**src/rtl/vga_pkg.sv**
```systemverilog
// vga_pkg: shared raster limits, shape FSM encoding and 12-bit signed span type.
// Latency: n/a (types, constants and a combinational helper only).
// Backpressure: none; the raster is free-running.
package vga_pkg;

   localparam int H_VISIBLE = 640;
   localparam int V_VISIBLE = 480;

   typedef logic signed [11:0] span_t;

   typedef enum logic [1:0] {
      IDLE,
      WAIT_TOP,
      DRAW,
      DONE
   } state_t;

   localparam span_t SPAN_MAX = 12'sd1023;

   // Clamp a widened span sum back into 0..1023 so the outline never inverts
   function automatic span_t sat_span(input logic signed [12:0] v);
      if (v < 13'sd0) begin
         return '0;
      end else if (v > 13'sd1023) begin
         return SPAN_MAX;
      end else begin
         return v[11:0];
      end
   endfunction

endpackage

```
**src/rtl/span_stepper.sv**
```systemverilog
// span_stepper: per-row half-width recurrence (span += inc, inc -= dec, dec += DDEC).
// Latency: span_d is the combinational next value; state registers update on the clock.
// Backpressure: none; load restarts at the first row, step advances one row.
module span_stepper
   import vga_pkg::*;
#(
   parameter int SPAN0 = 44,
   parameter int INC0  = 33,
   parameter int DEC0  = 1,
   parameter int DDEC  = 0
) (
   input  logic  clk,
   input  logic  rst,
   input  logic  load,
   input  logic  step,
   output span_t span_d
);

   span_t span_q;
   span_t inc_q;
   span_t inc_d;
   span_t dec_q;
   span_t dec_d;

   // Next-row values; span_d is exported so the top can draw with the value taking effect this line
   always_comb begin
      span_d = span_q;
      inc_d  = inc_q;
      dec_d  = dec_q;
      if (load) begin
         span_d = span_t'(SPAN0);
         inc_d  = span_t'(INC0);
         dec_d  = span_t'(DEC0);
      end else if (step) begin
         // Widen before adding so 1023 + large inc saturates instead of wrapping negative
         span_d = sat_span(13'(span_q) + 13'(inc_q));
         inc_d  = inc_q - dec_q;
         dec_d  = dec_q + span_t'(DDEC);
      end
   end

   // Recurrence state registers
   always_ff @(posedge clk or posedge rst) begin
      if (rst) begin
         span_q <= '0;
         inc_q  <= '0;
         dec_q  <= '0;
      end else begin
         span_q <= span_d;
         inc_q  <= inc_d;
         dec_q  <= dec_d;
      end
   end

endmodule

```
**src/rtl/shape_span_renderer.sv**
```systemverilog
// shape_span_renderer: draws a row-by-row span-stepped shape into a VGA raster.
// Latency: 1 cycle from HCounter/VCounter to in_shape and colour outputs.
// Backpressure: none; follows the free-running raster counters.
module shape_span_renderer #(
   parameter int         SPAN0     = 44,
   parameter int         INC0      = 33,
   parameter int         DEC0      = 1,
   parameter int         DDEC      = 0,
   parameter int         HEIGHT    = 60,
   parameter logic [2:0] COLOUR    = 3'b011,
   parameter int         H_VISIBLE = vga_pkg::H_VISIBLE,
   parameter int         V_VISIBLE = vga_pkg::V_VISIBLE
) (
   input  logic       clk,
   input  logic       rst,
   input  logic [9:0] HCounter,
   input  logic [9:0] VCounter,
   input  logic       enable,
   input  logic [9:0] pos_x,
   input  logic [9:0] pos_y,
   output logic       dR,
   output logic       dG,
   output logic       dB,
   output logic       in_shape,
   output logic       frame_done
);

   import vga_pkg::span_t, vga_pkg::state_t, vga_pkg::IDLE, vga_pkg::WAIT_TOP,
          vga_pkg::DRAW, vga_pkg::DONE;

   state_t      state_q, state_d;
   logic [10:0] row_q, row_d;
   logic        en_q, en_d;
   logic [9:0]  posx_q, posx_d;
   logic [9:0]  posy_q, posy_d;
   logic [9:0]  vcnt_q;
   logic        in_shape_q, in_shape_d;
   logic [2:0]  rgb_q, rgb_d;
   logic        frame_done_q, frame_done_d;
   logic        frame_start, new_line, load, step;
   span_t       span_d;
   span_t       px, hc, left_raw, right_raw, left_e, right_e;

   span_stepper #(
      .SPAN0 (SPAN0),
      .INC0  (INC0),
      .DEC0  (DEC0),
      .DDEC  (DDEC)
   ) u_stepper (
      .clk    (clk),
      .rst    (rst),
      .load   (load),
      .step   (step),
      .span_d (span_d)
   );

   // Frame/line detection, position latching and shape FSM next state
   always_comb begin
      frame_start  = (HCounter == 10'd0) && (VCounter == 10'd0);
      new_line     = (VCounter != vcnt_q);
      state_d      = state_q;
      row_d        = row_q;
      en_d         = en_q;
      posx_d       = posx_q;
      posy_d       = posy_q;
      load         = 1'b0;
      step         = 1'b0;
      frame_done_d = 1'b0;
      if (frame_start) begin
         // Any state restarts here, so a late or aborted frame never signals done
         en_d   = enable;
         posx_d = pos_x;
         posy_d = pos_y;
         if (!en_d) begin
            state_d = IDLE;
         end else if (new_line && (posy_d == VCounter)) begin
            state_d = DRAW;
            load    = 1'b1;
            row_d   = '0;
         end else begin
            state_d = WAIT_TOP;
         end
      end else begin
         case (state_q)
            WAIT_TOP: begin
               if (new_line && (VCounter == posy_q)) begin
                  state_d = DRAW;
                  load    = 1'b1;
                  row_d   = '0;
               end
            end
            DRAW: begin
               if (new_line) begin
                  if (row_q == 11'(HEIGHT - 1)) begin
                     state_d      = DONE;
                     frame_done_d = 1'b1;
                  end else begin
                     step  = 1'b1;
                     row_d = row_q + 11'd1;
                  end
               end
            end
            default: ;
         endcase
      end
   end

   // Edge compare uses next-state values so the first pixel of each line is already correct
   always_comb begin
      px         = span_t'({2'b00, posx_d});
      hc         = span_t'({2'b00, HCounter});
      left_raw   = px - span_d;
      right_raw  = px + span_d;
      left_e     = (left_raw < 12'sd0) ? 12'sd0 : left_raw;
      right_e    = (right_raw > span_t'(H_VISIBLE - 1)) ? span_t'(H_VISIBLE - 1) : right_raw;
      in_shape_d = (state_d == DRAW) && (32'(VCounter) < V_VISIBLE) &&
                   (hc >= left_e) && (hc <= right_e);
      rgb_d      = in_shape_d ? COLOUR : 3'b000;
   end

   // FSM state, frame latches, line tracker and registered pixel outputs
   always_ff @(posedge clk or posedge rst) begin
      if (rst) begin
         state_q      <= IDLE;
         row_q        <= '0;
         en_q         <= 1'b0;
         posx_q       <= '0;
         posy_q       <= '0;
         vcnt_q       <= '0;
         in_shape_q   <= 1'b0;
         rgb_q        <= 3'b000;
         frame_done_q <= 1'b0;
      end else begin
         state_q      <= state_d;
         row_q        <= row_d;
         en_q         <= en_d;
         posx_q       <= posx_d;
         posy_q       <= posy_d;
         vcnt_q       <= VCounter;
         in_shape_q   <= in_shape_d;
         rgb_q        <= rgb_d;
         frame_done_q <= frame_done_d;
      end
   end

   assign in_shape       = in_shape_q;
   assign {dR, dG, dB}   = rgb_q;
   assign frame_done     = frame_done_q;

endmodule

```
**config.mk**
```make
export PLATFORM = sky130hd
export DESIGN_NAME = shape_span_renderer
export DESIGN_NICKNAME = d
export VERILOG_FILES = /design/src/rtl/vga_pkg.sv /design/src/rtl/span_stepper.sv /design/src/rtl/shape_span_renderer.sv
export SDC_FILE = /design/constraint.sdc
export NUM_CORES = 1
export LEC_CHECK = 0
export BUFFER_PORTS_ARGS = -buffer_cell sky130_fd_sc_hd__buf_2
export CAP_MARGIN = 40
export CORE_ASPECT_RATIO = 1.25
export CORE_MARGIN = 2
export CORE_UTILIZATION = 50
export CTS_CLUSTER_DIAMETER = 120
export DETAILED_ROUTE_END_ITERATION = 6
export HOLD_SLACK_MARGIN = 0.03
export PLACE_DENSITY = 0.69
export RECOVER_POWER = 100
export SKIP_LAST_GASP = 1
export SYNTH_ARGS = -nofsm -noshare
export SYNTH_HDL_FRONTEND = slang
export SYNTH_SLANG_ARGS = --single-unit
```
**constraint.sdc**
```tcl
create_clock -name clk -period 12.6 [get_ports clk]
set_input_delay 1.89 -clock clk [delete_from_list [all_inputs] [get_ports clk]]
set_output_delay 1.89 -clock clk [all_outputs]
set_load 0.02 [all_outputs]
```
[Word-level counts from Yosys, hierarchy flattened]
Index checks and enable logic that the tools add are counted.
Storage, ports and cells
  output and inout port bits: 5
  flip-flop bits (word level): 83
  input bits: 43
  logic and storage cells: 84
Cells by class
  order comparisons: 7
  equal/unequal tests: 12
  multiplexer cells: 38
  add/sub/neg operators: 5
  reduce and logical (&&, ||, !) cells: 11
Operators with widths (count)
  12-bit 2-to-1 mux: 9
  11-bit 2-to-1 mux: 6
  11-bit case mux with 2 select lines: 1
  10-bit equality test: 2
  10-bit zero test: 2
  2-bit 2-to-1 mux: 7
  12-bit by 12-bit adder with 13-bit output: 1
  13-bit by 11-bit > comparator with 1-bit output (second input constant): 1
  13-bit by 1-bit < comparator with 1-bit output (second input constant): 1
  1-bit 2-to-1 mux: 13
  11-bit by 12-bit adder with 12-bit output: 1
  11-bit by 12-bit >= comparator with 1-bit output: 1
  12-bit by 11-bit > comparator with 1-bit output (second input constant): 1
  11-bit by 12-bit <= comparator with 1-bit output: 1
  12-bit by 1-bit < comparator with 1-bit output (second input constant): 1
  11-bit by 12-bit subtractor with 12-bit output: 1
  12-bit subtractor: 1
  11-bit by 1-bit adder with 11-bit output (second input constant): 1
  11-bit by 6-bit equality test with 1-bit output (second input constant): 1
  10-bit by 9-bit < comparator with 1-bit output (second input constant): 1
  10-bit 2-to-1 mux: 1
  10-bit inequality test: 1
  3-bit inequality test (second input constant): 3
  1-bit logical AND: 6
  8 further kinds: 9

[Longest topological paths before layout]
Gate-level depths: netlist (run 1).
  depth in word-level cells: 14
  gate-level depth with buffers: 29
  depth with buffers taken out: 27

[Modules after synthesis]
A second synthesis (run 1) with hierarchy kept.
Second synthesis, totals
  cells, all modules: 624
  area, all modules: 5714.2 µm²
Modules (own cells, without submodules)
  shape_span_renderer: seq. area each 1126.1 µm², cells an instance 435, times used 1, area each 4005.1 µm²
  span_stepper: seq. area each 625.6 µm², cells an instance 189, times used 1, area each 1709.1 µm²

[Worst setup path after synthesis (run 1)]
No wires, ideal clock.
  path kind: input-to-reg
  from: in VCounter[5]
  to: reg rgb_q[0]
  library setup time: 0.101 ns
  arrival: 6.586 ns
  path slack: 5.913 ns
  buffers on the path: 3
  data required time: 12.499 ns
  stages on the path: 27
  cell sequence: buf_2 > nor4_2 > nand3_1 > nor2_1 > or4_4 > buf_6 > and3b_1 > buf_6 > nand3b_4 > nand3_1 > ha_1 > fa_1 > nor2b_1 > o2111ai_1 > nand3_1 > a311oi_1 > o21ai_0 > o2bb2ai_2 > a21oi_1 > ha_1 > nor2b_1 > o21a_1 > o21ai_0 > a211oi_1 > o22ai_1 > nand4_1 > nor4_1
Between the ends
  word-level cells in the longest chain between the ends: 13
  elaborated cells between the ends (all ways): 38
  classes of those cells: add/sub: 2; order compare: 5; eq/ne: 4; mux: 20; reduce/logical: 7
RTL lines
  from (decl): RTL line shape_span_renderer.sv:17  | input logic [9:0] VCounter,
  10-bit inequality test (tied with other cells): RTL line shape_span_renderer.sv:60  | new_line = (VCounter != vcnt_q);
  1-bit 2-to-1 mux (tied with other cells): RTL line shape_span_renderer.sv:93  | if (new_line) begin
  1-bit 2-to-1 mux, on equally long branches: RTL line shape_span_renderer.sv:84, shape_span_renderer.sv:76, shape_span_renderer.sv:86
  1-bit 2-to-1 mux, on equally long branches: RTL line shape_span_renderer.sv:69, shape_span_renderer.sv:74, shape_span_renderer.sv:84
  12-bit 2-to-1 mux / 1-bit 2-to-1 mux (equally long branches): RTL line span_stepper.sv:34, shape_span_renderer.sv:69
  12-bit 2-to-1 mux (*): RTL line span_stepper.sv:30  | if (load) begin
  named net span_d[0]: RTL line shape_span_renderer.sv:41  | span_t span_d;
  11-bit by 12-bit subtractor with 12-bit output: RTL line shape_span_renderer.sv:112  | left_raw = px - span_d;
  12-bit by 1-bit < comparator with 1-bit output: RTL line shape_span_renderer.sv:114  | left_e = (left_raw < 12'sd0) ? 12'sd0 : left_raw;
  12-bit 2-to-1 mux: RTL line shape_span_renderer.sv:114
  11-bit by 12-bit >= comparator with 1-bit output: RTL line shape_span_renderer.sv:117  | (hc >= left_e) && (hc <= right_e);
  1-bit logical AND: RTL line shape_span_renderer.sv:116  | in_shape_d = (state_d == DRAW) && (32'(VCounter) < V_VISIBLE) &&
  1-bit logical AND (*): RTL line shape_span_renderer.sv:117
  named net in_shape_d: RTL line shape_span_renderer.sv:37  | logic in_shape_q, in_shape_d;
  2-bit 2-to-1 mux (*): RTL line shape_span_renderer.sv:118  | rgb_d = in_shape_d ? COLOUR : 3'b000;
  to (signal assigned): RTL line shape_span_renderer.sv:141  | rgb_q <= rgb_d;
  to (decl): RTL line shape_span_renderer.sv:38  | logic [2:0] rgb_q, rgb_d;
The timed path passes the listed nets; every way through them passes the cells marked *.
A chain may end at the register's enable or synchronous reset.

[Final worst setup path (run 1)]
  from: in VCounter[8]
  to: reg rgb_q[0]
Between the ends
  elaborated cells between the ends (all ways): 38
  classes of those cells: add/sub: 2; order compare: 5; eq/ne: 4; mux: 20; reduce/logical: 7
RTL lines
  10-bit zero test (*): RTL line shape_span_renderer.sv:59  | frame_start = (HCounter == 10'd0) && (VCounter == 10'd0);
  1-bit logical AND (*): RTL line shape_span_renderer.sv:59
  10-bit 2-to-1 mux (*): RTL line shape_span_renderer.sv:69  | if (frame_start) begin
  named net posx_d[1]: RTL line shape_span_renderer.sv:34  | logic [9:0] posx_q, posx_d;
  11-bit by 12-bit subtractor with 12-bit output: RTL line shape_span_renderer.sv:112
  12-bit by 1-bit < comparator with 1-bit output: RTL line shape_span_renderer.sv:114
  12-bit 2-to-1 mux: RTL line shape_span_renderer.sv:114
  11-bit by 12-bit >= comparator with 1-bit output: RTL line shape_span_renderer.sv:117
  1-bit logical AND: RTL line shape_span_renderer.sv:116
  1-bit logical AND (*): RTL line shape_span_renderer.sv:117
  named net in_shape_d: RTL line shape_span_renderer.sv:37
  2-bit 2-to-1 mux (*): RTL line shape_span_renderer.sv:118
Marked as above.

==> run summary, run 1 <==
status: finished, violations left
violated checks: capacitance limit, slew limit
worst min path class: register to register
Worst-Skew Late Latency: 0.34 ns
Net Count, Synth: 766
Mapped Cells: 661
RSZ-0062 raised after global routing: false
Syn. warnings: 0
CTS buffer count: 9
crit-path leading delay family: simple AND/OR/NAND/NOR gates
CTS tree: done
maximum buffer depth of the clock tree: 2
post-CTS setup buffers: 0
die area: 12210 sq um
Rel. slew slack: -116.5%
FF+latch count, synth: 70
Die Y: 123.0 microns
CP max stage cell: clkbuf_1
pin count of the biggest net entering global routing: 60
Core Rows: 43
min Tclk post-route: 8.028 ns
DRT Wirelength: 14390 microns
Crit path largest cell delay: 0.99 ns
GP Congestion: 0.8968
H-tree levels: 3
post-DR vias/cell: 5.930
CTS Sinks: 70
Synth cell types: 74
synthesized cell area: 5667 sq um
Worst setup EP type: register
Tcrit/Tclk final: 63.72%
# IOs: 48
worst path cell trace: clkbuf_1, nor4_1, nand2_1, nor2_1, clkbuf_1, mux2i_1, inv_1, ha_1, nor2b_1, o311ai_0, a211oi_1, o21a_1, nor4b_1, a2bb2oi_1, o22ai_1, ha_1, and3_1, nand3_1, a211oi_1, o22ai_1, nand4_1, nor4_1
main combinational cell family by area after synthesis: simple AND/OR/NAND/NOR gates
setup total negative slack: 0 ns
Core Region: 11080 sq um
Area Overhead vs Synth: 9.296%
dpl hpwl: 11190 microns
worst-case reg-to-reg path depth: 25
CP Launch Type: input pin
Post-Synth XOR/XNOR Area: 8.655%
Root Buffer: clkbuf_16
cts hold-fix bufs: 0
WP data required: 12.80 ns
syn_area_per_cell: 8.573 sq um
ys flop type: dfrtp_1
leakage power total: 2.896 nW
die width: 99.22 microns
EDFF count, synth: 0
crit-path max FO: 27
worst path buffer plus inverter count: 3
WP data arrival: 8.23 ns
post-synthesis sequential area ratio: 30.91%
Slew @ Worst Pin: 3.247 ns
gr usage total: 24.59%
Synth top area share: 30.91%
first-pass GRT wire length: 23890 microns
first-pass detailed-route iteration total: 6
hold path depth: 1
number of global-route vias before repair: 5034
layout cells sized above 1: 8.074%
drt first-iter violations: 220
Routed Antenna Nets: 0
Final Hold Violating Endpoints: 0
number of antenna violations at the first check in global routing: 0
pins over their slew limit: 60
DR WL/cell: 17.11 microns
DRC viols: 0
clk slew on worst S/H paths: 0.06 ns
Post-Synth Simple-Gate Area: 23.69%
FFs w/ async S/R, synth: 100.0%
Worst VDD drop: 60.53 uV
DR vias: 4987
fmax: 124.6 MHz
diodes inserted: 0
port bufs: 46
ranking of synthesized cells by area: dfrtp_1, ha_1, nand2_1
Initial Util: 51.13%
Compound-Gate Fraction of Synth Area: 17.58%
Setup CP Type: input pin to register
Post-Synth Adder-Cell Area: 14.09%
Final #Nets: 806
fillers: 1053
pwr/cell area: 95.18 nW/um^2
gr ovfl total: 0
clk_skew: 0.009979 ns
top cell type by total area after synthesis: dfrtp_1
Max Cap Viol: 1
Final setup viols: 0
post-synthesis mux area share: 0.9053%
CP Depth: 22
post-cts resize count: 0
final core occ: 55.88%
registers in the layout, indices dropped and copies added (netlist names):
register,cells
u_stepper.inc_q,12
u_stepper.span_q,12
row_q,11
posx_q,10
posy_q,10
vcnt_q,10
state_q,2
frame_done,1
rgb_q,1
u_stepper.dec_q,1
cells in the final DEF, fill, tap and decap left out, drive strengths merged, types with 3 or more instances in the layout:
| cell type | count |
|---|---|
| clkbuf | 32 |
| mux2i | 4 |
| a211oi | 9 |
| ha | 59 |
| nand4 | 10 |
| xor2 | 18 |
| nor2b | 11 |
| dfrtp | 70 |
| and2 | 3 |
| o2111ai | 4 |
| nor4 | 15 |
| or4 | 4 |
| nand2b | 19 |
| nor3 | 17 |
| and3 | 13 |
| or2 | 6 |
| fa | 3 |
| nand3 | 20 |
| a21oi | 36 |
| o21ai | 33 |
| o211ai | 4 |
| clkinv | 4 |
| o21a | 6 |
| nor2 | 46 |
| xnor2 | 38 |
| a21o | 5 |
| o2bb2ai | 6 |
| buf | 32 |
| inv | 28 |
| a31oi | 5 |
| o31ai | 3 |
| o22ai | 5 |
| or3 | 4 |
| o31a | 5 |
| nand2 | 90 |
| nand3b | 3 |
final cells by class:
cell class	instances	area, sq um	share of cell area, %
Tap cell	135	168.9	2.727
Timing Repair Buffer	52	235.2	3.798
Inverter	28	105.1	1.697
Clock buffer	12	236.5	3.818
Sequential cell	70	1752	28.28
Clock inverter	4	23.77	0.3838
Multi-Input combinational cell	540	3672	59.29
where the power goes:
part	leakage [nW]	switching [mW]	internal (mW)
combinational	1.83	0.0701	0.0496
clock	0.130	0.101	0.133
sequential	0.939	0.00473	0.231
final timing paths:
path	from	to	slack [ns]
max	VCounter[8]	rgb_q[0]	4.57
min	u_stepper.dec_q[0]	u_stepper.dec_q[0]	0.49
max reg2reg	u_stepper.inc_q[0]	rgb_q[0]	5.70
min reg2reg	u_stepper.dec_q[0]	u_stepper.dec_q[0]	0.49
max in group asynchronous	rst	posy_q[5]	7.41
min in group asynchronous	rst	u_stepper.inc_q[0]	1.70
stage by stage:
stage	power (mW)	std cells	hold WS [ns]	instance area, sq um	setup slack (ns)
2_1_floorplan	0.3242	661	0.4413	5667	5.913
3_3_place_gp	0.3549	823	0.4586	5971	5.258
3_5_place_dp	0.3614	825	0.4632	6006	5.128
4_1_cts	0.5956	841	0.4805	6266	5.455
5_1_grt	0.6207	841	0.5039	6193	3.932
6_report	0.5895	841	0.4903	6193	4.572
synth_stat cells, types with 9 or more instances:
cell	count
o21ai_0	31
xnor2_1	38
nand2_1	90
and3_1	13
nand2b_1	19
xor2_1	18
dfrtp_1	70
nor2_1	46
a21oi_1	36
a211oi_1	9
nor3_1	17
nor4_1	14
ha_1	59
nor2b_1	11
inv_1	28
nand4_1	10
nand3_1	20
clkbuf_1	10
worst reg2reg max path, delay by kind of cell (launching register included):
kind,cells,cell delay [ns]
AO/OA/AOI/OAI,11,3.01
AND/OR/NAND/NOR,9,2.00
adder cells (fa/ha/maj),4,1.30
flip-flops,1,0.40
buffers and inverters,1,0.07
cell families after synthesis:
family,count (synthesis)
AO/OA/AOI/OAI,148
XOR/XNOR,56
adder cells (fa/ha/maj),62
buffers and inverters,51
flip-flops,70
multiplexers,5
other,1
AND/OR/NAND/NOR,268
per-layer routing:
layer,part of all wire [%],global-route usage [%]
met1,43,29.53
met2,51,43.79
met3,3.0,2.657
met4,3.7,12.07
met5,0,0
No activity file was read; power rests on OpenSTA's default activity.
==> run 2, diff against run 1 <==
- ABC_AREA: not set -> 1
- PLACE_DENSITY: 0.69 -> 0.71
- clock period: 12.6 -> 6.65 ns (I/O delays scaled with it)
==> run 2 against run 1 <==
Clock skew decreased by 0.0028 ns. Synthesized cell count increased by 26%. Routed wire length decreased by 2.1%. Largest power group is now combinational logic. Critical path type unchanged. The flow still finishes with violations (capacitance limit, slew limit).
==> run summary, run 2 <==
status: finished, violations left
violated checks: capacitance limit, slew limit
Worst setup EP type: register
Synth top area share: 29.09%
GP Congestion: 0.9089
Crit Reg-Reg Endpoint: rgb_q[0]
die width: 102.2 microns
setup total negative slack: 0 ns
drt first-iter violations: 220
Max Cap Viol: 1
pins over their slew limit: 53
Worst-Skew Late Latency: 0.34 ns
cts hold-fix bufs: 0
EDFF count, synth: 0
die area: 12940 sq um
CP Launch Type: input pin
WHS: 0.4880 ns
Syn. warnings: 0
WP data arrival: 6.29 ns
first-pass GRT wire length: 24320 microns
Worst VDD drop: 172.5 uV
clk slew on worst S/H paths: 0.06 ns
biggest regs: u_stepper.inc_q: 12 flops, u_stepper.span_q: 12 flops, row_q: 11 flops
synthesized cell area: 6022 sq um
hold path start: u_stepper.dec_q[0]
DRC viols: 0
maximum buffer depth of the clock tree: 2
Worst R2R Start: u_stepper.inc_q[0]
crit-path max FO: 26
Core Rows: 44
most frequent cells after synthesis: nand2_1, inv_1, dfrtp_1
post-CTS setup buffers: 0
Routed Antenna Nets: 0
Setup CP Type: input pin to register
worst min path class: register to register
diodes inserted: 0
DR vias: 5390
CTS tree: done
min Tclk post-route: 6.023 ns
worst-case reg-to-reg path depth: 41
DR WL/cell: 13.41 microns
ys flop type: dfrtp_1
post-DR vias/cell: 5.128
gr ovfl total: 0
top cell type by total area after synthesis: dfrtp_1
Die Y: 126.7 microns
post-cts resize count: 0
DRT Wirelength: 14090 microns
first-pass detailed-route iteration total: 5
number of global-route vias before repair: 5294
Initial Util: 51.60%
hold path depth: 1
CTS Sinks: 70
fmax: 166.0 MHz
count leader, synth: nand2_1
CTS buffer count: 9
Hold Crit Endpoint: u_stepper.dec_q[0]
ranking of synthesized cells by area: dfrtp_1, nand2_1, ha_1
Root Buffer: clkbuf_16
cell mode on critical path: nand3_1
pin count of the biggest net entering global routing: 53
dpl hpwl: 11190 microns
Crit path largest cell delay: 0.56 ns
CP max stage cell: o21ai_0
FF+latch count, synth: 70
Final #Nets: 991
WP data required: 6.92 ns
Tcrit/Tclk final: 90.58%
post-synthesis sequential area ratio: 29.09%
pwr/cell area: 366.2 nW/um^2
syn_area_per_cell: 7.212 sq um
Synth cell types: 51
Area Overhead vs Synth: 10.12%
Net Count, Synth: 940
Core Region: 11670 sq um
number of antenna violations at the first check in global routing: 0
Rel. slew slack: -89.82%
R2R Setup Slk: 0.82 ns
Final setup viols: 0
RSZ-0062 raised after global routing: false
FFs w/ async S/R, synth: 100.0%
layout cells sized above 1: 13.71%
port bufs: 46
clk_skew: 0.007195 ns
# IOs: 48
leakage power total: 3.494 nW
Final Hold Violating Endpoints: 0
commonest non-fill, non-tap cell in the layout: nand2_1
Slew @ Worst Pin: 2.847 ns
H-tree levels: 3
gr usage total: 23.60%
Mapped Cells: 835
most frequent cells in the layout: nand2_1, inv_1, dfrtp_1
final core occ: 56.82%
## run 2: changes by cell type after synthesis, sizes merged, moves of 17 or more
cell | previous run | this run
nand2 | 90 | 232
inv | 28 | 124
nor2 | 46 | 82
xnor2 | 38 | 10
nand3 | 20 | 47
nand2b | 19 | 0
o21ai | 33 | 51
a21oi | 36 | 53
## run 2: layout make-up
type,instances,area (sq um)
fill,1197,5040
multi-input combinational,628,3642
sequential,70,1752
inverter,126,483.0
timing repair buffer,51,254.0
clock buffer,10,239.0
tap,161,201.4
clock inverter,5,60.06
## run 2: kinds of logic (layout without fill, tap and decap cells)
family,after synthesis,count (layout),share of synthesized area [%]
xor gates and xnor gates,29,29,4.218
DFF,70,70,29.09
other,1,1,0.06227
AOI/OAI and AO/OA,125,125,11.76
adders and majority gates,62,62,13.26
buffers and inverters,137,192,9.204
and+or+nand+nor,411,411,32.41
## run 2: worst max path at each step
stage | to | start | depth (start not counted)
CTS | rgb_q[0] | VCounter[2] | 40
detailed placement | rgb_q[0] | VCounter[2] | 40
global route | rgb_q[0] | VCounter[4] | 38
floorplan | rgb_q[0] | VCounter[7] | 38
finish | rgb_q[0] | VCounter[4] | 38
global placement | rgb_q[0] | VCounter[2] | 38
## run 2: worst max-delay path, delay by kind of cell
kind | cells | cell delay (ns)
AO/OA/AOI/OAI | 4 | 0.85
XOR/XNOR | 1 | 0.17
adder cells (fa/ha/maj) | 2 | 0.54
buffers and inverters | 8 | 1.14
AND/OR/NAND/NOR | 23 | 2.55
## run 2: routing by layer
layer	vias up	global-route usage, %	share of wire, %
li1	2792	-	-
met1	2485	30.90	46
met2	89	39.51	48
met3	24	3.471	3.3
met4	0	8.314	2.7
met5	-	0	0
## run 2: metrics by stage
step	area (sq um)	cells	total power [mW]	setup slack, ns
floorplan	6022	835	1.636	1.619
global placement	6412	1035	1.958	0.4363
detailed placement	6440	1036	1.969	0.3224
CTS	6739	1051	2.467	0.5798
global route	6631	1051	2.648	0.02947
finish	6631	1051	2.429	0.6265
## run 2: power breakdown
part           total, mW  internal [mW]  switching (mW)
clock              0.488          0.299           0.189
combinational       1.40          0.475           0.929
sequential         0.537          0.491          0.0462
==> run 3, diff against run 2 <==
--- a/constraint.sdc
+++ b/constraint.sdc
@@ -3,2 +3,2 @@
 set_output_delay 0.9975 -clock clk [all_outputs]
-set_load 0.02 [all_outputs]
+set_load 0.005 [all_outputs]
==> run 3 against run 2 <==
The run still ends with capacitance limit, slew limit left. Final area is essentially flat. Die area is the same. Final cell count is the same. Via count is essentially flat. Power shrank 0.38%. Largest cell class unchanged. Largest power group unchanged.
==> run summary, run 3 (synthesized netlist as in run 2, its figures left out) <==
RSZ-0062 raised after global routing: false
Tcrit/Tclk final: 90.52%
number of antenna violations at the first check in global routing: 0
Worst setup EP type: register
Slew @ Worst Pin: 2.847 ns
Rel. slew slack: -89.81%
DRC viols: 0
CP max stage cell: o21ai_0
clk slew on worst S/H paths: 0.06 ns
post-DR vias/cell: 5.130
fmax: 166.1 MHz
# IOs: 48
Final setup viols: 0
leakage power total: 3.503 nW
cts hold-fix bufs: 0
gr usage total: 23.60%
Die Y: 126.7 microns
setup total negative slack: 0 ns
min Tclk post-route: 6.020 ns
Core Rows: 44
port bufs: 46
Setup CP Type: input pin to register
fillers: 1196
register area: 1752 sq um
pwr/cell area: 364.7 nW/um^2
CTS tree: done
Multi-input gate area: 3642 sq um
diodes inserted: 0
pins over their slew limit: 53
crit-path max FO: 26
drt first-iter violations: 219
first-pass detailed-route iteration total: 5
pin count of the biggest net entering global routing: 53
total power: 2.419 mW
worst min path class: register to register
die area: 12940 sq um
commonest non-fill, non-tap cell in the layout: nand2_1
DR vias: 5392
biggest regs: u_stepper.inc_q: 12 flops, u_stepper.span_q: 12 flops, row_q: 11 flops
Worst VDD drop: 172.5 uV
Routed Antenna Nets: 0
Final #Nets: 991
DRT Wirelength: 14090 microns
Final Hold Violating Endpoints: 0
gr ovfl total: 0
first-pass GRT wire length: 24320 microns
WP data required: 6.92 ns
CTS Sinks: 70
layout cells sized above 1: 13.93%
CP Launch Type: input pin
Worst-Skew Late Latency: 0.34 ns
violated checks: capacitance limit, slew limit
DR WL/cell: 13.40 microns
CTS buffer count: 9
dpl hpwl: 11190 microns
worst path buffer plus inverter count: 8
most frequent cells in the layout: nand2_1, inv_1, dfrtp_1
status: finished, violations left
clk_skew: 0.007195 ns
Initial Util: 51.60%
cell mode on critical path: nand3_1
crit-path leading delay family: simple AND/OR/NAND/NOR gates
GP Congestion: 0.9089
H-tree levels: 3
WP data arrival: 6.29 ns
Area Overhead vs Synth: 10.16%
die width: 102.2 microns
Root Buffer: clkbuf_16
number of global-route vias before repair: 5294
Core Region: 11670 sq um
Max Cap Viol: 1
maximum buffer depth of the clock tree: 2
Crit path largest cell delay: 0.56 ns
run 3: changes by cell type in the layout (fill, tap and decap cells not counted), sizes merged:
cell | before | now
buf | 44 | 46
clkbuf | 17 | 15
run 3: power by group:
| part | internal [mW] | switching, mW | total (mW) |
|---|---|---|---|
| logic | 0.476 | 0.919 | 1.40 |
| clock network | 0.299 | 0.189 | 0.488 |
| registers | 0.491 | 0.0459 | 0.537 |
| total | 1.27 | 1.15 | 2.42 |
run 3: worst register-to-register path: cells and delay by family, from the launching register on:
| family | cells | cell delay, ns |
|---|---|---|
| and+or+nand+nor | 23 | 2.44 |
| adders and majority gates | 4 | 1.19 |
| AOI/OAI and AO/OA | 7 | 0.99 |
| buffers and inverters | 6 | 0.55 |
| DFF | 1 | 0.40 |
| xor gates and xnor gates | 1 | 0.17 |
run 3: what timing repair did:
item | in CTS | in global routing
endpoints found under the setup margin | 0 | 1
setup buffers | 0 | 0
gates resized for setup | 0 | 1
endpoints found under the hold margin | 0 | 0
run 3: worst paths after layout:
path / from / end / slack [ns] / cells past startpoint
min in group asynchronous: rst / u_stepper.span_q[7] / 0.96 / 3
max reg2reg: u_stepper.inc_q[0] / rgb_q[0] / 0.82 / 41
max in group asynchronous: rst / u_stepper.span_q[0] / 2.48 / 4
min: u_stepper.dec_q[0] / u_stepper.dec_q[0] / 0.49 / 1
min reg2reg: u_stepper.dec_q[0] / u_stepper.dec_q[0] / 0.49 / 1
max: VCounter[4] / rgb_q[0] / 0.63 / 38
run 3: metrics by stage:
step | std cells | worst slack (ns) | util [%] | hold slack, ns | area [sq um]
after floorplan | 835 | 1.619 | - | 0.4465 | 6022
after global placement | 1035 | 0.4363 | 54.94 | 0.4667 | 6412
after detailed placement | 1036 | 0.3224 | 55.18 | 0.4692 | 6440
after CTS | 1051 | 0.5798 | 57.74 | 0.4916 | 6739
after global routing | 1051 | 0.02947 | 56.84 | 0.5078 | 6634
final | 1051 | 0.6304 | 56.84 | 0.4880 | 6634
run 3: final cells by class:
cell class / count / area share, %
Inverter: 126 / 7.280
Clock buffer: 10 / 3.602
Timing Repair Buffer: 51 / 3.866
Sequential cell: 70 / 26.41
Clock inverter: 5 / 0.9053
Tap cell: 161 / 3.037
Multi-Input combinational cell: 628 / 54.90
run 3: per-layer routing:
metal	wire [microns]	share of wire, %	global-route usage, %	vias up
li1	-	-	-	2793
met4	385	2.7	8.314	0
met5	0	0	0	-
met2	6820	48	39.51	91
met1	6410	46	30.90	2484
met3	468	3.3	3.471	24
